### config.mk
export PLATFORM = sky130hd
export DESIGN_NAME = loss
export DESIGN_NICKNAME = d
export VERILOG_FILES = /design/src/rtl/loss.sv
export SDC_FILE = /design/constraint.sdc
export NUM_CORES = 1
export LEC_CHECK = 0
export ABC_AREA = 1
export CAP_MARGIN = 20
export CORE_ASPECT_RATIO = 0.5
export CORE_MARGIN = 3
export CORE_UTILIZATION = 45
export CTS_CLUSTER_SIZE = 40
export DETAILED_ROUTE_END_ITERATION = 12
export PLACE_DENSITY = 0.77
export SLEW_MARGIN = 20
export SYNTH_ARGS = -nofsm -noshare
export SYNTH_HDL_FRONTEND = slang
export SYNTH_SLANG_ARGS = --single-unit
export TNS_END_PERCENT = 5
### constraint.sdc
create_clock -name clk -period 3.25 [get_ports clk]
set_clock_uncertainty 0.05 [all_clocks]
set_input_delay 0.65 -clock clk [delete_from_list [all_inputs] [get_ports clk]]
set_output_delay 0.65 -clock clk [all_outputs]
set_load 0.01 [all_outputs]
### src/rtl/loss.sv
// ---------------------------------------------------------------------------
// loss
//   Computes the signed error between one 8-bit activation and one 8-bit
//   target label. The error is err_dat = (res - tgt) << SCALE, given as a
//   sign-extended Q8.8 value. The block also keeps running statistics of
//   completed samples.
//
// Ports
//   clk, rst_n        clock; asynchronous active-low reset
//   res_stb/rdy/dat   activation input handshake, unsigned Q0.8
//   tgt_stb/rdy/dat   target input handshake, unsigned Q0.8
//   err_stb/rdy/dat   error output handshake, signed Q8.8
//   clr               synchronous clear of cnt/sae
//   cnt               samples completed (saturating at 0xFFFF)
//   sae               sum of |res - tgt|, unscaled (saturating at all-ones)
//
//   state | meaning
//   ------+---------------------------------------------------------
//   WAIT  | collecting operands; each side captured independently
//   CALC  | both operands held; error computed on the exit edge
//   ERR   | error presented; leaves on consumer acceptance
// ---------------------------------------------------------------------------
module loss #(
    parameter int SCALE      = 0,
    parameter int STAT_WIDTH = 24
) (
    input  logic                  clk,
    input  logic                  rst_n,
    input  logic                  res_stb,
    input  logic [7:0]            res_dat,
    output logic                  res_rdy,
    input  logic                  tgt_stb,
    input  logic [7:0]            tgt_dat,
    output logic                  tgt_rdy,
    output logic                  err_stb,
    output logic [15:0]           err_dat,
    input  logic                  err_rdy,
    input  logic                  clr,
    output logic [15:0]           cnt,
    output logic [STAT_WIDTH-1:0] sae
);

    typedef enum logic [1:0] {
        S_WAIT = 2'd0,
        S_CALC = 2'd1,
        S_ERR  = 2'd2
    } state_t;

    state_t                r_state;
    logic                  r_res_vld;
    logic                  r_tgt_vld;
    logic [7:0]            r_res;
    logic [7:0]            r_tgt;
    logic [7:0]            r_abs;
    logic                  r_err_stb;
    logic [15:0]           r_err_dat;
    logic [15:0]           r_cnt;
    logic [STAT_WIDTH-1:0] r_sae;

    logic                  w_res_xfer;
    logic                  w_tgt_xfer;
    logic                  w_err_ack;
    logic [8:0]            w_diff;
    logic [7:0]            w_abs;
    logic signed [15:0]    w_diff_ext;
    logic signed [15:0]    w_err_scaled;
    logic [STAT_WIDTH:0]   w_sae_sum;

    assign res_rdy = (r_state == S_WAIT) && !r_res_vld;
    assign tgt_rdy = (r_state == S_WAIT) && !r_tgt_vld;
    assign err_stb = r_err_stb;
    assign err_dat = r_err_dat;
    assign cnt     = r_cnt;
    assign sae     = r_sae;

    assign w_res_xfer = res_stb && res_rdy;
    assign w_tgt_xfer = tgt_stb && tgt_rdy;
    assign w_err_ack  = r_err_stb && err_rdy;

    // The 9-bit two's-complement difference covers -255..255 exactly.
    // Shifting it left by up to 7 places still fits in 16 bits, so the
    // result never needs saturation.
    assign w_diff       = {1'b0, r_res} - {1'b0, r_tgt};
    assign w_abs        = w_diff[8] ? (~w_diff[7:0] + 8'd1) : w_diff[7:0];
    assign w_diff_ext   = {{7{w_diff[8]}}, w_diff};
    assign w_err_scaled = w_diff_ext <<< SCALE;

    // The spare top bit catches the carry out, which means the sum saturates.
    assign w_sae_sum = {1'b0, r_sae} + (STAT_WIDTH+1)'(r_abs);

    always_ff @(posedge clk or negedge rst_n) begin
        if (!rst_n) begin
            r_state   <= S_WAIT;
            r_res_vld <= 1'b0;
            r_tgt_vld <= 1'b0;
            r_res     <= 8'd0;
            r_tgt     <= 8'd0;
            r_abs     <= 8'd0;
            r_err_stb <= 1'b0;
            r_err_dat <= 16'd0;
        end else begin
            case (r_state)
                S_WAIT: begin
                    if (w_res_xfer) begin
                        r_res     <= res_dat;
                        r_res_vld <= 1'b1;
                    end
                    if (w_tgt_xfer) begin
                        r_tgt     <= tgt_dat;
                        r_tgt_vld <= 1'b1;
                    end
                    if ((r_res_vld || w_res_xfer) && (r_tgt_vld || w_tgt_xfer))
                        r_state <= S_CALC;
                end
                S_CALC: begin
                    r_err_dat <= w_err_scaled;
                    r_abs     <= w_abs;
                    r_err_stb <= 1'b1;
                    r_state   <= S_ERR;
                end
                S_ERR: begin
                    if (err_rdy) begin
                        r_err_stb <= 1'b0;
                        r_res_vld <= 1'b0;
                        r_tgt_vld <= 1'b0;
                        r_state   <= S_WAIT;
                    end
                end
                default: begin
                    r_err_stb <= 1'b0;
                    r_res_vld <= 1'b0;
                    r_tgt_vld <= 1'b0;
                    r_state   <= S_WAIT;
                end
            endcase
        end
    end

    // When clr and acceptance land on the same edge, clr wins and the
    // sample is not counted.
    always_ff @(posedge clk or negedge rst_n) begin
        if (!rst_n) begin
            r_cnt <= 16'd0;
            r_sae <= '0;
        end else if (clr) begin
            r_cnt <= 16'd0;
            r_sae <= '0;
        end else if (w_err_ack) begin
            if (r_cnt != 16'hFFFF)
                r_cnt <= r_cnt + 16'd1;
            r_sae <= w_sae_sum[STAT_WIDTH] ? '1 : w_sae_sum[STAT_WIDTH-1:0];
        end
    end

endmodule
==> run summary, run 1 <==
Outcome: complete, no violations
Routability cong.: 0.8953
Post-route DRC: 0
Clock Latency Late Sink: 0.33 ns
Total I/O pin count: 81
Commonest non-fill, non-tap cell in the layout: nand2_1
H-tree Lvls: 3
Setup Crit Path Kind: reg2out
Netlist cell types: 37
Crit. End Element: primary output
Syn Std Cell Area: 4840 um^2
Pin count of the biggest net entering global routing: 78
Clock Pin Slew Worst Setup and Hold Paths: 0.06 ns
Antenna violations before repair: 0
Setup-failing EPs final: 0
Area Growth Syn to Fin: 23.91%
Vias: 4543
Chip width: 152.7 um
Clock sinks: 77
Worst slack, placed: 0.5109 ns
Warnings from Yosys: 0
Worst Tran Pin Value: 0.9581 ns
DP HPWL: 8588 um
Leakage: 2.988 nW
IO buf count: 80
ANT nets after route: 0
Seq cells post-synth: 77
Die area: 12110 um^2
Routed wire length: 11610 um
N_diodes: 0
Setup repair bufs after CTS: 0
Post-CTS sizing: 0
CTS root buffer: clkbuf_16
Fmax: 393.7 MHz
PnR worst setup slack: 0.7101 ns
Sequential area share after synthesis: 39.81%
Slew headroom: 36.13%
CTS buffer count: 9
Worst Path Arrival: 1.84 ns
Commonest cells after routing, fill and taps aside: nand2_1, inv_1, clkdlybuf4s50_1
Hold Worst Slack: 0.4136 ns
RSZ-0062 raised after global routing: no
Vias in the first global route: 4243
Mapped Avg Cell Area: 7.213 um^2
Gr ovfl total: 0
CP required: 2.55 ns
Tcrit/Tclk final: 78.15%
Bufs on Longest Clock Path: 2
Setup_tns: 0 ns
Final Max Tran Viols: 0
Vias per Instance: 5.110
Hold Fails Final Rpt: 0
CTS tree: built
Fin cells: 889
PwrDens: 728.6 nW/um^2
Core Area: 10340 um^2
Worst vdd ir: 0.4523 mV
1st-iter DRT viols: 270
DR WL/cell: 13.06 um
Initial Util: 46.78%
Global-route wire length before repair: 20000 um
Die Span Y: 79.33 um
Pre-antenna DRT Iters: 5
Gate Count Post-Synth: 671
Reg-to-Reg End: sae[5]
Max-cap violation count: 0
FF-to-FF Start: r_abs[0]
Depth of the most critical reg-to-reg path: 10
Tot GR Track Use: 19.91%
Tmin final: 2.540 ns
Nets: 789
Share of cells above drive strength 1: 5.874%
Row Count: 26
CP Launch Type: flop
Hold Path Class: in2async
Syn Nets: 713
Total power: 4.369 mW
Cts hold-fix bufs: 0
FF-to-FF setup slack: 0.92 ns
DP Cell Count: 876
Worst-path maximum fanout: 3
==> metal layers <==
metal  wire length [um]  up-vias  global-route usage, %
met5                  0        -                      0
met3                556       20                  4.627
met4                179        0                  4.978
met1               5576     2103                  25.98
li1                   -     2305                      -
met2               5294      115                  33.88
==> how the worst max path moves through the flow <==
stage | end | start | cells after the start
2_1_floorplan | sae[16] | sae[0] | 11
3_3_place_gp | cnt[9] | clr | 8
3_5_place_dp | cnt[10] | clr | 8
4_1_cts | tgt_rdy | r_state[0] | 4
5_1_grt | tgt_rdy | r_state[0] | 4
6_report | tgt_rdy | r_state[0] | 4
==> power breakdown <==
part	internal [mW]	switching, mW
clock network	0.579	0.373
registers	1.20	0.164
logic	0.837	1.21
total	2.62	1.75
==> area by class of cell <==
cell class	instances	area, um^2
inverter	88	330.3
multi-input combinational	487	2467
sequential	77	1927
clock inverter	3	40.04
tap	140	175.2
timing repair buffer	84	828.3
clock buffer	10	229.0
fill	964	4348
==> per-stage QoR <==
stage	util, %	cell area (um^2)
floorplan	-	4840
global placement	55.37	5728
detailed placement	55.37	5728
CTS	57.97	5997
global route	57.97	5997
finish	57.97	5997
==> cells by family after synthesis <==
family                   share of synthesized area [%]
flip-flops                                       39.81
XOR/XNOR                                         1.810
AO/OA/AOI/OAI                                    9.255
AND/OR/NAND/NOR                                  32.58
buffers and inverters                            9.204
multiplexers                                     1.862
adder cells (fa/ha/maj)                          5.481
==> cells in the mapped netlist (all sizes together) <==
cell | instances | share of area [%]
a2111oi | 1 | 0.18
a21o | 2 | 0.31
a21oi | 27 | 3.0
and3 | 1 | 0.13
buf | 12 | 1.8
clkbuf | 7 | 0.54
dfrtp | 77 | 40
fa | 2 | 0.83
ha | 18 | 4.7
inv | 88 | 6.8
mux2 | 8 | 1.9
nand2 | 211 | 17
nand3 | 68 | 7.1
nand3b | 7 | 1.1
nand4 | 8 | 1.0
nor2 | 65 | 5.2
nor3 | 7 | 0.83
nor4 | 1 | 0.13
o211ai | 6 | 0.93
o21a | 3 | 0.47
o21ai | 37 | 3.9
o22ai | 1 | 0.13
o31ai | 2 | 0.31
or2 | 2 | 0.26
xnor2 | 1 | 0.18
xor2 | 9 | 1.6
==> registers in the layout, indices dropped and copies added, names as in the netlist <==
name / cells
r_abs: 8
err_stb: 1
r_state: 2
r_res: 8
r_tgt_vld: 1
sae: 24
err_dat: 8
r_tgt: 8
r_res_vld: 1
cnt: 16
==> critical path: stages, from the launching register on <==
cell	delay, ns
dfrtp_1	0.42
nor2_1	0.21
inv_1	0.09
nor2_1	0.20
clkdlybuf4s50_1	0.58
Note: power is estimated with default switching activity, not from simulation.
==> run 2: changes to the inputs <==
- PLACE_DENSITY: 0.77 -> 0.8
- clock period: 3.25 -> 2.3 ns (I/O delays scaled with it)
==> run 2 against run 1 <==
- final cell count rose by 1.0%
- flip-flop and latch count did not move
- utilization rose by 1.3 points
- register-to-register slack got worse by 0.75 ns
- clock power rose by 55%
- count of clock-buffer cells in the layout rose by 2
- critical endpoint unchanged
- highest routed layer unchanged
==> run summary, run 2 (synthesized netlist as in run 1, its figures left out) <==
Outcome: complete, no violations
DR WL/cell: 13.36 um (+2.3%)
PnR worst setup slack: 0.08802 ns (-0.6221 ns)
Hold Path Class: in2async
1st-iter DRT viols: 283 (+4.8%)
Worst-path maximum fanout: 3 (unchanged)
Post-route DRC: 0 (unchanged)
Clock sinks: 77 (unchanged)
Die area: 12110 um^2 (unchanged)
Max-cap violation count: 0 (unchanged)
CTS tree: built
Area Growth Syn to Fin: 26.68%
RSZ-0062 raised after global routing: yes
Bufs on Longest Clock Path: 2 (unchanged)
DP HPWL: 8893 um (+3.5%)
DP Cell Count: 882 (+0.68%)
Commonest non-fill, non-tap cell in the layout: nand2_1
Crit. End Element: primary output
IO buf count: 80 (unchanged)
CP Launch Type: flop
Core Area: 10340 um^2 (unchanged)
Worst path bufs/invs: 2 (unchanged)
CP max stage delay: 0.56 ns (-0.02 ns)
Clock Pin Slew Worst Setup and Hold Paths: 0.06 ns (about the same)
Core Util, Final: 59.26% (+1.3 points)
Fillers: 931 (-3.4%)
Gr ovfl total: 0 (unchanged)
Routed wire length: 12000 um (+3.3%)
Tcrit/Tclk final: 96.17%
Worst Path Arrival: 1.70 ns (-0.14 ns)
CTS buffer count: 9 (unchanged)
CTS root buffer: clkbuf_16
Hold Worst Slack: 0.01126 ns (-0.4024 ns)
Setup-failing EPs final: 0 (unchanged)
Clock Latency Late Sink: 0.34 ns (about the same)
Die Span Y: 79.33 um (unchanged)
Initial Util: 46.78% (unchanged)
Final Max Tran Viols: 0 (unchanged)
Antenna violations before repair: 0 (unchanged)
Tot GR Track Use: 20.18% (+0.27 points)
Setup Crit Path Kind: reg2out
Row Count: 26 (unchanged)
Fmax: 452.1 MHz
Vias: 4567 (+0.53%)
Slew headroom: 67.17% (+31 points)
Worst vdd ir: 0.6164 mV (+36%)
Vias per Instance: 5.086 (-0.48%)
Pin count of the biggest net entering global routing: 35 (-55%)
CP cell instances: nor2_2 > inv_1 > nor2_2 > clkdlybuf4s50_1
CP top delay family: buffers and inverters
Most common cell on crit path: nor2_2
Total power: 6.427 mW (+47%)
CP required: 1.79 ns (-0.76 ns)
Worst slack, placed: 0.07368 ns (-0.4373 ns)
Fin cells: 898 (+1.0%)
Global-route wire length before repair: 20290 um (+1.4%)
Vias in the first global route: 4322 (+1.9%)
H-tree Lvls: 3 (unchanged)
Share of cells above drive strength 1: 8.179% (+2.3 points)
Total I/O pin count: 81 (unchanged)
Worst Tran Pin Value: 0.4924 ns (-0.4657 ns)
Max reg flops: 24 (unchanged)
Commonest cells after routing, fill and taps aside: nand2_1, inv_1, clkdlybuf4s50_1
N_diodes: 0 (unchanged)
Chip width: 152.7 um (unchanged)
PwrDens: 1048 nW/um^2 (+44%)
Tmin final: 2.212 ns
Setup repair bufs after CTS: 0 (unchanged)
Leakage: 3.035 nW (+1.6%)
Nets: 795 (+0.76%)
Pre-antenna DRT Iters: 5 (unchanged)
Hold Fails Final Rpt: 0 (unchanged)
Slowest-stage cell, CP: clkdlybuf4s50_1
ANT nets after route: 0 (unchanged)
Routability cong.: 0.9295 (+3.8%)
run 2: cell types whose count changed in the layout (fill, tap and decap cells not counted), moves of 3 or more:
cell,delta
buf_4,+5
o21ai_1,+3
nor2_2,+4
o21ai_0,-3
nor2_1,-4
run 2: path summary, 6_finish.rpt:
| kind | startpoint | to | slack [ns] | depth (start not counted) |
|---|---|---|---|---|
| max | r_state[0] | tgt_rdy | 0.09 | 4 |
| min | rst_n | sae[20] | 0.01 | 1 |
| max reg2reg | r_res[0] | r_abs[7] | 0.17 | 14 |
| min reg2reg | err_dat[6] | err_dat[6] | 0.44 | 1 |
| max in group asynchronous | rst_n | sae[17] | 1.65 | 2 |
| min in group clk | err_dat[6] | err_dat[6] | 0.44 | 1 |
run 2: power by group:
group	switching [mW]	internal, mW
Sequential	0.224	1.70
Combinational	1.81	1.22
Clock	0.572	0.906
run 2: what timing repair did:
action | CTS | global route
endpoints found under the setup margin | 1 | 29
gates cloned | 0 | 0
resized for setup | 1 | 13
hold buffers | 0 | 0
run 2: cell type report:
| cell class | count | area (um^2) | area share [%] |
|---|---|---|---|
| inverter | 88 | 330.3 | 5.388 |
| clock inverter | 4 | 55.05 | 0.8980 |
| timing repair buffer | 90 | 885.9 | 14.45 |
| sequential | 77 | 1927 | 31.43 |
| multi-input combinational | 487 | 2501 | 40.80 |
| clock buffer | 12 | 256.5 | 4.184 |
| tap | 140 | 175.2 | 2.857 |
run 2: routing by layer:
| metal | share of wire (%) | GRT usage, % | up-vias | wire, um |
|---|---|---|---|---|
| met5 | 0 | 0 | - | 0 |
| met1 | 45 | 26.09 | 2107 | 5421 |
| met3 | 5.8 | 4.355 | 16 | 698 |
| li1 | - | - | 2317 | - |
| met4 | 1.2 | 5.600 | 0 | 143 |
| met2 | 48 | 34.67 | 127 | 5732 |
run 2: through the flow:
stage	cell area [um^2]	TNS, ns
global route	6131	-0.02525
CTS	6100	0
finish	6131	0
floorplan	4840	0
global placement	5786	0
detailed placement	5786	0
